`config.mk`:
```
export PLATFORM = sky130hd
export DESIGN_NAME = disc_flipper
export DESIGN_NICKNAME = d
export VERILOG_FILES = /design/src/rtl/disc_flipper.sv
export SDC_FILE = /design/constraint.sdc
export NUM_CORES = 1
export LEC_CHECK = 0
export CORE_MARGIN = 5
export CORE_UTILIZATION = 30
export CTS_BUF_LIST = sky130_fd_sc_hd__clkbuf_16
export DETAILED_ROUTE_END_ITERATION = 8
export DONT_BUFFER_PORTS = 1
export PLACE_DENSITY = 0.47
export SETUP_SLACK_MARGIN = 0.5
export SLEW_MARGIN = 20
export SYNTH_ARGS = -nofsm -noshare
export SYNTH_HDL_FRONTEND = slang
export SYNTH_SLANG_ARGS = --single-unit
```
`constraint.sdc`:
```
create_clock -name clock -period 3.3 [get_ports clock]
set_input_delay 0.495 -clock clock [delete_from_list [all_inputs] [get_ports clock]]
set_output_delay 0.495 -clock clock [all_outputs]
set_load 0.01 [all_outputs]
```
`src/rtl/disc_flipper.sv`:
```
// disc_flipper: places the mover's disc and flips an opponent run along
// one validated direction in the shared board RAM, then reports the result.
module disc_flipper #(
  parameter int ADDR_W  = 7,
  parameter int MAX_RUN = 8
) (
  input  logic              clock,
  input  logic              reset,
  input  logic              start_i,
  input  logic              player,
  input  logic              place_i,
  input  logic [ADDR_W-1:0] s_addr_in,
  input  logic [ADDR_W-1:0] step_in,
  input  logic [1:0]        data_in,
  output logic [ADDR_W-1:0] addr_out,
  output logic [1:0]        data_out,
  output logic              wren_o,
  output logic              ctrl_mem,
  output logic              busy_o,
  output logic              done_o,
  output logic              flip_ok_o,
  output logic [3:0]        flip_count_o
);

  typedef enum logic [2:0] {
    IDLE,
    PLACE,
    ADVANCE,
    READ,
    CHECK,
    WRITE,
    DONE
  } state_t;

  localparam logic [3:0] RUN_LIM = 4'(MAX_RUN);

  state_t            state;
  logic [ADDR_W-1:0] cur;
  logic [ADDR_W-1:0] step;
  logic [1:0]        colour;
  logic [3:0]        count;
  logic [1:0]        opp;

  // colours 01/10 are bitwise complements of each other
  assign opp = ~colour;

  always_ff @(posedge clock or posedge reset) begin
    if (reset) begin
      state        <= IDLE;
      cur          <= '0;
      step         <= '0;
      colour       <= 2'b00;
      count        <= 4'd0;
      flip_ok_o    <= 1'b0;
      flip_count_o <= 4'd0;
    end else begin
      unique case (state)
        IDLE: begin
          if (start_i) begin
            cur          <= s_addr_in;
            step         <= step_in;
            colour       <= player ? 2'b10 : 2'b01;
            count        <= 4'd0;
            flip_ok_o    <= 1'b0;
            flip_count_o <= 4'd0;
            state        <= place_i ? PLACE : ADVANCE;
          end
        end
        PLACE: state <= ADVANCE;
        ADVANCE: begin
          cur   <= cur + step;
          state <= READ;
        end
        READ: state <= CHECK;
        CHECK: begin
          if (data_in == opp && count < RUN_LIM) begin
            state <= WRITE;
          end else begin
            flip_ok_o    <= (data_in == colour);
            flip_count_o <= count;
            state        <= DONE;
          end
        end
        WRITE: begin
          count <= count + 4'd1;
          state <= ADVANCE;
        end
        DONE: state <= IDLE;
        default: state <= IDLE;
      endcase
    end
  end

  assign addr_out = cur;
  assign data_out = colour;
  assign wren_o   = (state == PLACE) || (state == WRITE);
  assign ctrl_mem = (state == PLACE) || (state == ADVANCE) ||
                    (state == READ)  || (state == CHECK) ||
                    (state == WRITE);
  assign busy_o   = (state != IDLE);
  assign done_o   = (state == DONE);

endmodule

```
Word level (Yosys, flattened, before mapping):

Cells that the tools add are included.

* word-level logic and storage cells: 51
* memory bits (read-only): 0
* bits in latches: 0
* memory bits (writable): 0
* register bits after elaboration: 28
* output and inout port bits: 18
* memories kept: 0
* input port bits: 21

* shift-type cells: 0
* $add $sub $neg: 2
* bitwise logic cells: 1
* reductions and logical operators: 16
* divide/modulo/power cells: 0
* multiplexer cells: 14
* equal/unequal tests: 10
* $mul: 0
* order comparisons: 1

Operators by type and width (number)
* $pmux W4 S2: 2
* $pmux W3 S5: 1
* $pmux W7 S2: 1
* $eq A3 B3 Y1 const B: 3
* $mux W4: 2
* $add A7 B7 Y7: 1
* $mux W7: 1
* $eq A3 B2 Y1 const B: 2
* $mux W2: 3
* $reduce_and A2 Y1: 3
* $reduce_bool A2 Y1: 3
* $logic_or A1 B1 Y1: 5
* $add A4 B1 Y4 const B: 1
* $eq A2 B2 Y1: 2
* $lt A4 B4 Y1 const B: 1
* $ne A2 B2 Y1 const B: 2
* $eq A3 B1 Y1 const B: 1
* $logic_not A3 Y1: 1
* $mux W3: 1
* $reduce_and A3 Y1: 1
* $reduce_bool A3 Y1: 1
* $mux W1: 2
* $not A2 Y2: 1
* $pmux W1 S2: 1
* 2 further kinds: 2

Depth between registers and ports, before layout:

Gate-level depths: netlist of run 1.

* word-level depth: 5
* depth in mapped cells: 6
* depth with buffers taken out: 6

Worst setup path after synthesis of run 1:

OpenSTA, ideal clock, no wires.

* path kind: register to register
* start point: register cur[0], in the netlist addr_out[0]
* end point: register cur[6], in the netlist addr_out[6]
* setup time: 0.125 ns
* data arrival time: 1.729 ns
* stages on the path, launching flop included: 7
* required time: 3.175 ns
* period minus slack after synthesis: 1.854 ns
* buffers on the path: 0
* path slack: 1.446 ns
* cell sequence: dfrtp_1 ha_1 fa_1 a211oi_1 or4b_1 nand4_1 nor3b_2

* longest elaborated chain between the ends: 2

Ends and longest elaborated chain
* start, declared: line 38 `logic [ADDR_W-1:0] cur;`
* start signal, assigned: line 60 `cur <= s_addr_in;`
* start signal, assigned: line 71 `cur <= cur + step;`
* $add A7 B7 Y7: line 71
* $pmux W7 S2: line 57 `unique case (state)`

Every way passes these cells.
A chain may end at the register's enable or synchronous reset.

Worst setup path after layout of run 1:

* start point: register state[1]
* end point: register cur[4], in the netlist addr_out[4]

* longest elaborated chain between the ends: 3
* elaborated cells between the ends (all ways): 6
* classes of those cells: 2 x eq/ne; 1 x mux; 3 x reduce/logical

Ends and longest elaborated chain
* start, declared: line 37 `state_t state;`
* start signal, assigned: line 66 `state <= place_i ? PLACE : ADVANCE;`
* $eq A3 B2 Y1 / $logic_not A3 Y1 (equally long branches): line 57
* $reduce_bool A2 Y1 (no source line) / $ne A2 B2 Y1 (equally long branches)
* $reduce_and A2 Y1 (no source line)

Parallel ways exist; a longest one is shown, timed or not.

==> results of run 1 <==
==> power by group through the flow <==
stage | registers, mW | logic (mW) | clock network, mW
finish | 0.699 | 0.821 | 0.272
global route | 0.727 | 0.948 | 0.297
CTS | 0.704 | 0.831 | 0.281
detailed placement | 0.711 | 0.827 | 0
global placement | 0.702 | 0.813 | 0
floorplan | 0.625 | 0.709 | 0
==> worst register-to-register path, cell delays in order (launching register included) <==
cell,delay [ps]
sky130_fd_sc_hd__dfrtp_1,540
sky130_fd_sc_hd__nor4b_4,760
sky130_fd_sc_hd__buf_4,310
sky130_fd_sc_hd__nor2_1,110
sky130_fd_sc_hd__a22oi_1,170
sky130_fd_sc_hd__o21ai_0,100
==> layout make-up <==
type | instances | area (µm²)
multi-input cells | 116 | 826
clock buffers | 3 | 75.1
flip-flops and latches | 28 | 701
well taps | 70 | 87.6
fillers | 530 | 3380
inverters | 8 | 30.0
repair buffers | 1 | 7.51
==> worst min-delay path by stage <==
stage / end / slack (ps)
floorplan: step[0] / 460
global placement: step[5] / 480
detailed placement: step[5] / 480
CTS: data_out[0] / 310
global route: flip_count_o[0] / 240
finish: addr_out[2] / 180
==> cells by family (layout without fill, tap and decap cells) <==
| kind of cell | count (synthesis) | after routing | synth area share |
|---|---|---|---|
| AOI/OAI and AO/OA | 39 | 39 | 0.164 |
| xor gates and xnor gates | 5 | 5 | 0.0279 |
| adders and majority gates | 8 | 8 | 0.0686 |
| buffers and inverters | 13 | 12 | 0.0327 |
| DFF | 28 | 28 | 0.447 |
| muxes | 12 | 12 | 0.0829 |
| and+or+nand+nor | 52 | 52 | 0.177 |
==> synth_stat cells (all sizes together) (2+ instances only) <==
library cell and n:
and2 2, a21oi 6, nor2b 3, ha 7, dfrtp 28, nor3b 3
nor2 13, o21ai 13, mux2 8, mux2i 4, a31oi 2, inv 8
a211oi 2, a22o 2, nand2 16, xnor2 3, o211ai 2, clkbuf 3
a22oi 4, buf 2, nand3 3, xor2 2, nor3 4
==> sequential cells by signal, indices dropped and copies added (netlist names) <==
name / count
step: 7
count: 4
data_out: 2
addr_out: 7
flip_ok_o: 1
state: 3
flip_count_o: 4
==> per-layer routing <==
layer	share of wire	vias up	global-route usage
met3	0.066	4	0.0304
met5	0	-	0
met2	0.43	32	0.158
li1	-	565	-
met4	0.016	0	0.0449
met1	0.49	538	0.148
==> stage by stage <==
stage | setup slack [ps] | instances | util | power [mW] | instance area (µm²)
after detailed placement | 1140 | 223 | 0.323 | 1.54 | 1650
final | 1190 | 226 | 0.338 | 1.79 | 1730
after global routing | 1020 | 226 | 0.338 | 1.97 | 1730
after floorplan | 1450 | 157 | - | 1.33 | 1570
after global placement | 1220 | 223 | 0.323 | 1.52 | 1650
after CTS | 1140 | 226 | 0.338 | 1.82 | 1730
==> results.md, run 1 <==
- Run status: completed
- Wire per inst: between 10 and 15 µm
- Count of cell instances traversed by the critical path: 5
- Worst slew margin: 0.505
- GRT Resource Usage Total: 0.108
- Reg-to-reg slack, setup: about 1200 ps
- Fraction of power spent switching nets: 0.431
- Count of unresolved DRC violations after routing: 0
- Sequential group share of total power: 0.390
- CTS-repair resized insts: 0
- Crit Reg-Reg Startpoint: state[1]
- Cell type contributing the most total cell area after synthesis: sky130_fd_sc_hd__dfrtp_1
- Number of synthesized register bits: 28
- Element type at the critical path end: flop
- Net load switching power: slightly below 0.8 mW
- First DRT Iteration DRCs: 31
- Effective utilization at floorplan: 0.307
- Placed wire-length estimate after detailed placement: approximately 2600 µm
- Clk Latency, worst-skew pair: roughly 260 ps
- Number of antenna violations at the first check in global routing: 0
- Distinct cell type count after synthesis: between 40 and 50
- Post-synth design cell area: between 1500 and 2000 µm²
- Top cells by area in the synthesized netlist: sky130_fd_sc_hd__dfrtp_1 (45%), sky130_fd_sc_hd__ha_1 (5.6%), sky130_fd_sc_hd__mux2_1 (5.0%)
- R2R Path End: addr_out[4]
- Total Nets Final: approximately 190
- Number of cells traversed by the worst register-to-register path: 5
- Worst path slowest cell: sky130_fd_sc_hd__nor4b_4
- Vias in the first global route: between 1000 and 1500
- CTS tree: built
- Die area: about 6800 µm²
- Worst Skew: approximately 3.5 ps
- Data required, critical path: 3440 ps
- Die width: ~82 µm
- Syn avg cell area: about 10 µm²
- CP max FO: 14
- Most frequent cells in the layout: sky130_fd_sc_hd__dfrtp_1 (28), sky130_fd_sc_hd__nand2_1 (16), sky130_fd_sc_hd__nor2_1 (13)
- Maximum level of the CTS H-tree: 1
- Final min period: 2110 ps
- Async set-reset flop share out of synthesis: 1.00
- Inserted Diodes: 0
- Warning count from the yosys run: 0
- Cells along the critical path: nor4b_4 > buf_4 > nor2_1 > a22oi_1 > o21ai_0
- Fraction of synthesized cell area taken by the top area cell type: 0.447
- ANT nets after route: 0
- RD Place Congestion: between 0.7 and 0.8
- Top_reg_cell synth: sky130_fd_sc_hd__dfrtp_1
- Sequential cell area fraction in the yosys report: 0.447
- Most common cell after layout, fill and taps aside: sky130_fd_sc_hd__dfrtp_1
- Total global routing overflow: 0
- Transition at the pin with the smallest max-transition slack: 739 ps
- CP top delay family: simple AND/OR/NAND/NOR gates
- IO Port Bufs: 0
- Synthesized Nets: roughly 190
- Count of vias placed by the detailed router: roughly 1100
- Number of enable-type register cells in the synthesized netlist: 0
- Postcts setup bufs: 0
- Portion of the clock cycle consumed by the worst path in the final layout: 0.640
- Final count of pins violating max slew: 0
- Final Hold Vio Count: 0
- Layout cells sized above 1: 0.0641
- Endpoint of the most critical setup path: addr_out[4]
- Count of TritonRoute iterations in the first routing pass: 4
- Fraction of power consumed by the clock network: 0.152
- Maximum number of buffers from clock root to sink: 2
- Floorplan core area: between 5000 and 6000 µm²
- Number of hold buffers added after cts: 0
- Hold Worst Slack: ~180 ps
- Final setup violation count: 0
- Path class of the lowest-slack min-delay path: primary input to asynchronous set/reset pin
- WS Path Type: flop to flop
- Leakage power figure: about 0.74 nW
- Worst path max stage delay: about 760 ps
- Total routed wirelength: ~3400 µm
- Boundary Pins: 39
- Row count: 26
- Maximum number of pins on one net before global-route repair: 29
- Setup repair after global routing missed its margin: false
- Detail-routed via count per cell: between 5 and 6
- Cell at the root of the clock tree: sky130_fd_sc_hd__clkbuf_16
- Layout Area Growth over Synthesis: 10.0%
- Buffer and inverter count on the worst path: 1
- FMAX: 474 MHz
- Setup TNS Final: 0 ps
- First-pass GRT wire length: 5600 µm
- Max cap viols: 0
- Cell count after synthesis: between 150 and 200
- Internal power: a little over 1 mW
- Arrival time at the worst endpoint: between 2000 and 2500 ps
- Worst setup path startpoint: state[1]
- Total power density per cell area: 1040 nW/µm²
- Clock edge transition at the registers on the reported setup and hold paths: around 70 ps
- Share of power burned in combinational logic: 0.458
- Type of element launching the critical path: flop
- Die Height: between 80 and 90 µm
- Clk sink count: 28
- Number of clock buffers inserted by TritonCTS: 3
- Max rail drop VDD: between 0.4 and 0.5 mV
Note: power is estimated with default switching activity, not from simulation.
==> inputs of run 2 (changes only) <==
clock period = 2.08 ns   (was 3.3 ns; I/O delays follow)
==> run 2 against run 1 <==
- clock power grew 55%
- sequential power grew 62%
- clock skew is essentially flat
- critical endpoint is now addr_out[6]
- final area grew 20%
- register-to-register slack lost 950 ps
- final cell count grew 9.3%
- die area is the same
- setup slack lost 950 ps
==> results.md, run 2 (synthesis gave the netlist of run 1 again) <==
- Run status: completed
- CP max FO: 3 (-11)
- Fraction of power spent switching nets: 0.406 (-0.0254)
- Count of TritonRoute iterations in the first routing pass: 4 (unchanged)
- Sequential group share of total power: 0.320 (-0.070)
- FMAX: 544 MHz (+15%)
- Worst path max stage delay: 520 ps (-240 ps)
- GRT Resource Usage Total: 0.110 (+0.00211)
- Detail-routed via count per cell: 5.06 (+0.33%)
- Count of placed standard cells including taps: 227 (+1.8%)
- Arrival time at the worst endpoint: 1980 ps (-270 ps)
- Boundary Pins: 39 (unchanged)
- R2R Path End: addr_out[6]
- Reg-to-reg slack, setup: 240 ps (-950 ps)
- Worst path slowest cell: sky130_fd_sc_hd__or4b_4
- Portion of the clock cycle consumed by the worst path in the final layout: 0.884 (+0.244)
- Path class of the lowest-slack min-delay path: primary input to asynchronous set/reset pin
- Wire per inst: 15.6 µm (+4.9%)
- Net load switching power: 1.43 mW (+85%)
- CTS tree: built
- Worst slack at placement: 203 ps (-934 ps)
- Inserted Diodes: 0 (unchanged)
- Leakage power figure: 0.891 nW (+20%)
- Clk sink count: 28 (unchanged)
- Layout Area Growth over Synthesis: 31.8%
- IO Port Bufs: 0 (unchanged)
- Cells along the critical path: ha_2 > o21ai_0 > or4b_4 > a31oi_1 > nor3b_2
- Data required, critical path: 2220 ps (-1220 ps)
- Number of hold buffers added after cts: 0 (unchanged)
- Setup repair after global routing missed its margin: true
- Die Height: 82.3 µm (unchanged)
- Total routed wirelength: 3850 µm (+15%)
- Die area: 6780 µm² (unchanged)
- Count of unresolved DRC violations after routing: 0 (unchanged)
- Max rail drop VDD: 0.697 mV (+74%)
- Number of clock buffers inserted by TritonCTS: 3 (unchanged)
- Internal power: 2.09 mW (+110%)
- Share of power burned in combinational logic: 0.560 (+0.102)
- Final Hold Vio Count: 0 (unchanged)
- Die width: 82.3 µm (unchanged)
- RD Place Congestion: 0.725 (-0.69%)
- Setup TNS Final: 0 ps (unchanged)
- Final min period: 1840 ps (-274 ps)
- Number of cells traversed by the worst register-to-register path: 5 (unchanged)
- Maximum number of buffers from clock root to sink: 2 (unchanged)
- Floorplan core area: 5110 µm² (unchanged)
- ANT nets after route: 0 (unchanged)
- WS Path Type: flop to flop
- Row count: 26 (unchanged)
- Total global routing overflow: 0 (unchanged)
- Placed wire-length estimate after detailed placement: 2690 µm (+4.3%)
- Number of antenna violations at the first check in global routing: 0 (unchanged)
- Finished Layout Cells: 247 (+9.3%)
- First DRT Iteration DRCs: 38 (+23%)
- Most common cell after layout, fill and taps aside: sky130_fd_sc_hd__dfrtp_1
- Type of element launching the critical path: flop
- Crit Reg-Reg Startpoint: addr_out[3]
- Worst slew margin: 0.721 (+0.215)
- Worst Skew: 3.03 ps (-0.496 ps)
- Effective utilization at floorplan: 0.307 (unchanged)
- Total power density per cell area: 1700 nW/µm² (+64%)
- Most frequent cells in the layout: sky130_fd_sc_hd__dfrtp_1 (22), sky130_fd_sc_hd__buf_4 (17), sky130_fd_sc_hd__nand2_1 (15)
- Element type at the critical path end: flop
- Cell at the root of the clock tree: sky130_fd_sc_hd__clkbuf_16
- Clock edge transition at the registers on the reported setup and hold paths: 60 ps (about the same)
- Final setup violation count: 0 (unchanged)
- Maximum level of the CTS H-tree: 1 (unchanged)
- Layout cells sized above 1: 0.322 (+0.258)
- CP top delay family: simple AND/OR/NAND/NOR gates
- Final count of pins violating max slew: 0 (unchanged)
- Fraction of power consumed by the clock network: 0.120 (-0.032)
- Total Nets Final: 208 (+11%)
- Clk Latency, worst-skew pair: 260 ps (about the same)
- Vias in the first global route: 1258 (+3.9%)
- Count of vias placed by the detailed router: 1249 (+9.7%)
- Buffer and inverter count on the worst path: 0 (-1)
- Maximum number of pins on one net before global-route repair: 29 (unchanged)
- First-pass GRT wire length: 5860 µm (+4.7%)
- Max cap viols: 0 (unchanged)
- Final WS setup: 242 ps (-946 ps)
- Transition at the pin with the smallest max-transition slack: 417 ps (-322 ps)
run 2: cell types whose count changed in the layout (fill, tap and decap cells not counted), sizes merged:
cell,before,now
buf,1,21
clkbuf,3,4
run 2: how the worst max path moves through the flow:
| stage | startpoint | endpoint | cells past startpoint | slack, ps |
|---|---|---|---|---|
| after global placement | addr_out[0] | addr_out[6] | 6 | 220 |
| after CTS | addr_out[0] | addr_out[6] | 6 | 200 |
| after floorplan | addr_out[0] | addr_out[6] | 6 | 320 |
| final | addr_out[3] | addr_out[6] | 5 | 240 |
| after detailed placement | addr_out[0] | addr_out[6] | 6 | 200 |
| after global routing | addr_out[3] | addr_out[6] | 5 | 200 |
run 2: per-layer routing:
layer,up-vias,routed length (µm),track usage
li1,601,-,-
met1,618,1710,0.142
met4,0,48,0.0349
met3,4,251,0.0228
met5,-,0,0
met2,26,1840,0.182
run 2: area by class of cell:
| class | instances | area, µm² |
|---|---|---|
| Sequential cell | 28 | 708 |
| Inverter | 8 | 30.0 |
| Timing Repair Buffer | 22 | 214 |
| Tap cell | 70 | 87.6 |
| Clock buffer | 3 | 75.1 |
| Fill cell | 522 | 3040 |
| Multi-Input combinational cell | 116 | 953 |
run 2: through the flow:
| stage | power [mW] | cell area, µm² | utilization | hold WS, ps |
|---|---|---|---|---|
| after floorplan | 2.14 | 1580 | - | 377 |
| after global placement | 2.45 | 1690 | 0.331 | 291 |
| after detailed placement | 2.50 | 1690 | 0.331 | 300 |
| after CTS | 3.12 | 1860 | 0.365 | 24.0 |
| after global routing | 3.82 | 2070 | 0.405 | 36.9 |
| final | 3.52 | 2070 | 0.405 | 0.444 |
run 2: what timing repair did:
item	CTS	global route
setup buffers	6	10
resized for setup	13	26
cloned	0	1
pin swaps	4	5
setup endpoints to repair	22	19
run 2: power groups by stage:
stage	Sequential (mW)	Combinational (mW)	Clock, mW
detailed placement	1.12	1.38	0
CTS	1.10	1.58	0.439
global placement	1.11	1.35	0
floorplan	0.993	1.15	0
global route	1.17	2.18	0.467
finish	1.13	1.97	0.422
==> inputs of run 3 (changes only) <==
==> constraint.sdc (replaced) <==
create_clock -name clock -period 2.08 [get_ports clock]
set_input_delay 0.312 -clock clock [delete_from_list [all_inputs] [get_ports clock]]
set_output_delay 0.312 -clock clock [all_outputs]
set_load 0.02 [all_outputs]
==> run 3 against run 2 <==
- sequential cell count unchanged
- setup slack better by 3.6 ps
- clock-buffer cell count is the same
- critical path type unchanged
- hold slack better by 7.8 ps
- maximum frequency grew 0.20%
- routed wire length is 4.5% lower
- non-clock buffer count fell by 3
- combinational power about the same
- die area stayed put
- final area shrank 2.5%
==> results.md, run 3 (synthesis gave the netlist of run 1 again) <==
- Boundary Pins: 39 (unchanged)
- Setup TNS Final: 0 ps (unchanged)
- Effective utilization at floorplan: 0.307 (unchanged)
- Element type at the critical path end: flop
- Clk sink count: 28 (unchanged)
- Inserted Diodes: 0 (unchanged)
- Total met2 wirelength after detailed routing: 1640 µm (-11%)
- Run status: completed
- IO Port Bufs: 0 (unchanged)
- Share of the core filled with cells in the final layout: 0.395 (-0.0103)
- Total global routing overflow: 0 (unchanged)
- Count of placed standard cells including taps: 230 (+1.3%)
- Total routed wirelength: 3670 µm (-4.5%)
- Power consumption: 3.60 mW (+2.1%)
- Finished Layout Cells: 245 (-0.81%)
- Detail-routed via count per cell: 4.91 (-2.8%)
- Wire per inst: 15.0 µm (-3.7%)
- Final setup violation count: 0 (unchanged)
- CP top delay family: adder cells
- Worst path max stage delay: 480 ps (-40 ps)
- First-pass GRT wire length: 6000 µm (+2.5%)
- Max rail drop VDD: 0.680 mV (-2.5%)
- GRT Resource Usage Total: 0.114 (+0.00384)
- RD Place Congestion: 0.829 (+14%)
- Type of element launching the critical path: flop
- Path class of the lowest-slack min-delay path: primary input to asynchronous set/reset pin
- Transition at the pin with the smallest max-transition slack: 400 ps (-16.4 ps)
- Worst Skew: 6.23 ps (+3.19 ps)
- Cell at the root of the clock tree: sky130_fd_sc_hd__clkbuf_16
- Count of TritonRoute iterations in the first routing pass: 4 (unchanged)
- Arrival time at the worst endpoint: 1980 ps (about the same)
- Final min period: 1830 ps (-3.62 ps)
- Worst path slowest cell: sky130_fd_sc_hd__dfrtp_2
- Routed length on met3: 256 µm (+2.0%)
- WS Path Type: flop to flop
- Data required, critical path: 2220 ps (about the same)
- Layout cells sized above 1: 0.303 (-0.0192)
- Count of unresolved DRC violations after routing: 0 (unchanged)
- Clk Latency, worst-skew pair: 260 ps (about the same)
- Setup repair after global routing missed its margin: true
- Top layer in use: met4
- Die Height: 82.3 µm (unchanged)
- CTS tree: built
- Most frequent cells in the layout: sky130_fd_sc_hd__dfrtp_1 (21), sky130_fd_sc_hd__buf_4 (17), sky130_fd_sc_hd__nand2_1 (15)
- FMAX: 545 MHz (+0.20%)
- Worst slew margin: 0.732 (+0.0119)
- Final count of pins violating max slew: 0 (unchanged)
- Clock edge transition at the registers on the reported setup and hold paths: 70 ps (about the same)
- Row count: 26 (unchanged)
- Leakage power figure: 0.863 nW (-3.1%)
- Die area: 6780 µm² (unchanged)
- Max cap viols: 0 (unchanged)
- Count of vias placed by the detailed router: 1204 (-3.6%)
- Most common cell after layout, fill and taps aside: sky130_fd_sc_hd__dfrtp_1
- Layout Area Growth over Synthesis: 28.5%
- Maximum number of pins on one net before global-route repair: 29 (unchanged)
- Buffer and inverter count on the worst path: 0 (unchanged)
- Total power density per cell area: 1780 nW/µm² (+4.8%)
- Maximum level of the CTS H-tree: 1 (unchanged)
- Number of antenna violations at the first check in global routing: 0 (unchanged)
- Total area of multi-input combinational cells: 942 µm² (-1.2%)
- Number of clock buffers inserted by TritonCTS: 3 (unchanged)
- Number of fill cells: 507 (-2.9%)
- First DRT Iteration DRCs: 79 (+110%)
- Portion of the clock cycle consumed by the worst path in the final layout: 0.882 (-0.00174)
- Maximum number of buffers from clock root to sink: 2 (unchanged)
- Placed wire-length estimate after detailed placement: 2730 µm (+1.5%)
- Cells along the critical path: ha_4 > fa_2 > a211oi_4 > or4b_4 > nand4_1 > nor3b_2
- Total Nets Final: 205 (-1.4%)
- ANT nets after route: 0 (unchanged)
- Die width: 82.3 µm (unchanged)
- Final Hold Vio Count: 0 (unchanged)
- Met1 routed wirelength after detailed routing: 1740 µm (+2.2%)
- CP max FO: 3 (unchanged)
- Floorplan core area: 5110 µm² (unchanged)
- Vias in the first global route: 1237 (-1.7%)
- Storage cell area: 709 µm² (+0.18%)
## run 3: report_power, final
group          internal (mW)  total, mW  switching [mW]
Sequential             0.786       1.18           0.391
Clock                  0.257      0.428           0.171
Combinational           1.00       1.99           0.986
## run 3: routing by layer
| layer | vias to the layer above | global-route usage |
|---|---|---|
| li1 | 599 | - |
| met1 | 571 | 0.163 |
| met2 | 30 | 0.171 |
| met3 | 4 | 0.0293 |
| met4 | 0 | 0.0249 |
| met5 | - | 0 |
## run 3: worst paths after layout
kind                                  start           to  slack [ps]  cells past startpoint
worst max-delay path            addr_out[0]  addr_out[6]         250                      6
worst min-delay path                  reset      step[3]           8                      2
worst max register to register  addr_out[0]  addr_out[6]         250                      6
worst min register to register      step[4]      step[4]         500                      1
max in group asynchronous             reset     state[2]        1780                      2
min in group clock                   player  data_out[0]         140                      1
## run 3: timing repair
item | CTS | global route
gates resized for setup | 21 | 8
pin swaps | 7 | 3
hold buffers | 0 | 0
endpoints found under the setup margin | 22 | 9
buffers inserted | 11 | 0
## run 3: layout make-up
cell class | count | area share
multi-input combinational | 116 | 0.467
sequential | 28 | 0.352
timing repair buffer | 19 | 0.0832
tap | 70 | 0.0435
clock buffer | 3 | 0.0372
inverter | 8 | 0.0149
clock inverter | 1 | 0.00186
## run 3: stage by stage
stage	hold WS [ps]	area (µm²)	setup slack (ps)
global placement	296	1750	222
detailed placement	294	1750	173
finish	8.20	2020	246
floorplan	377	1600	314
global route	44.5	2020	196
CTS	18.7	1990	238
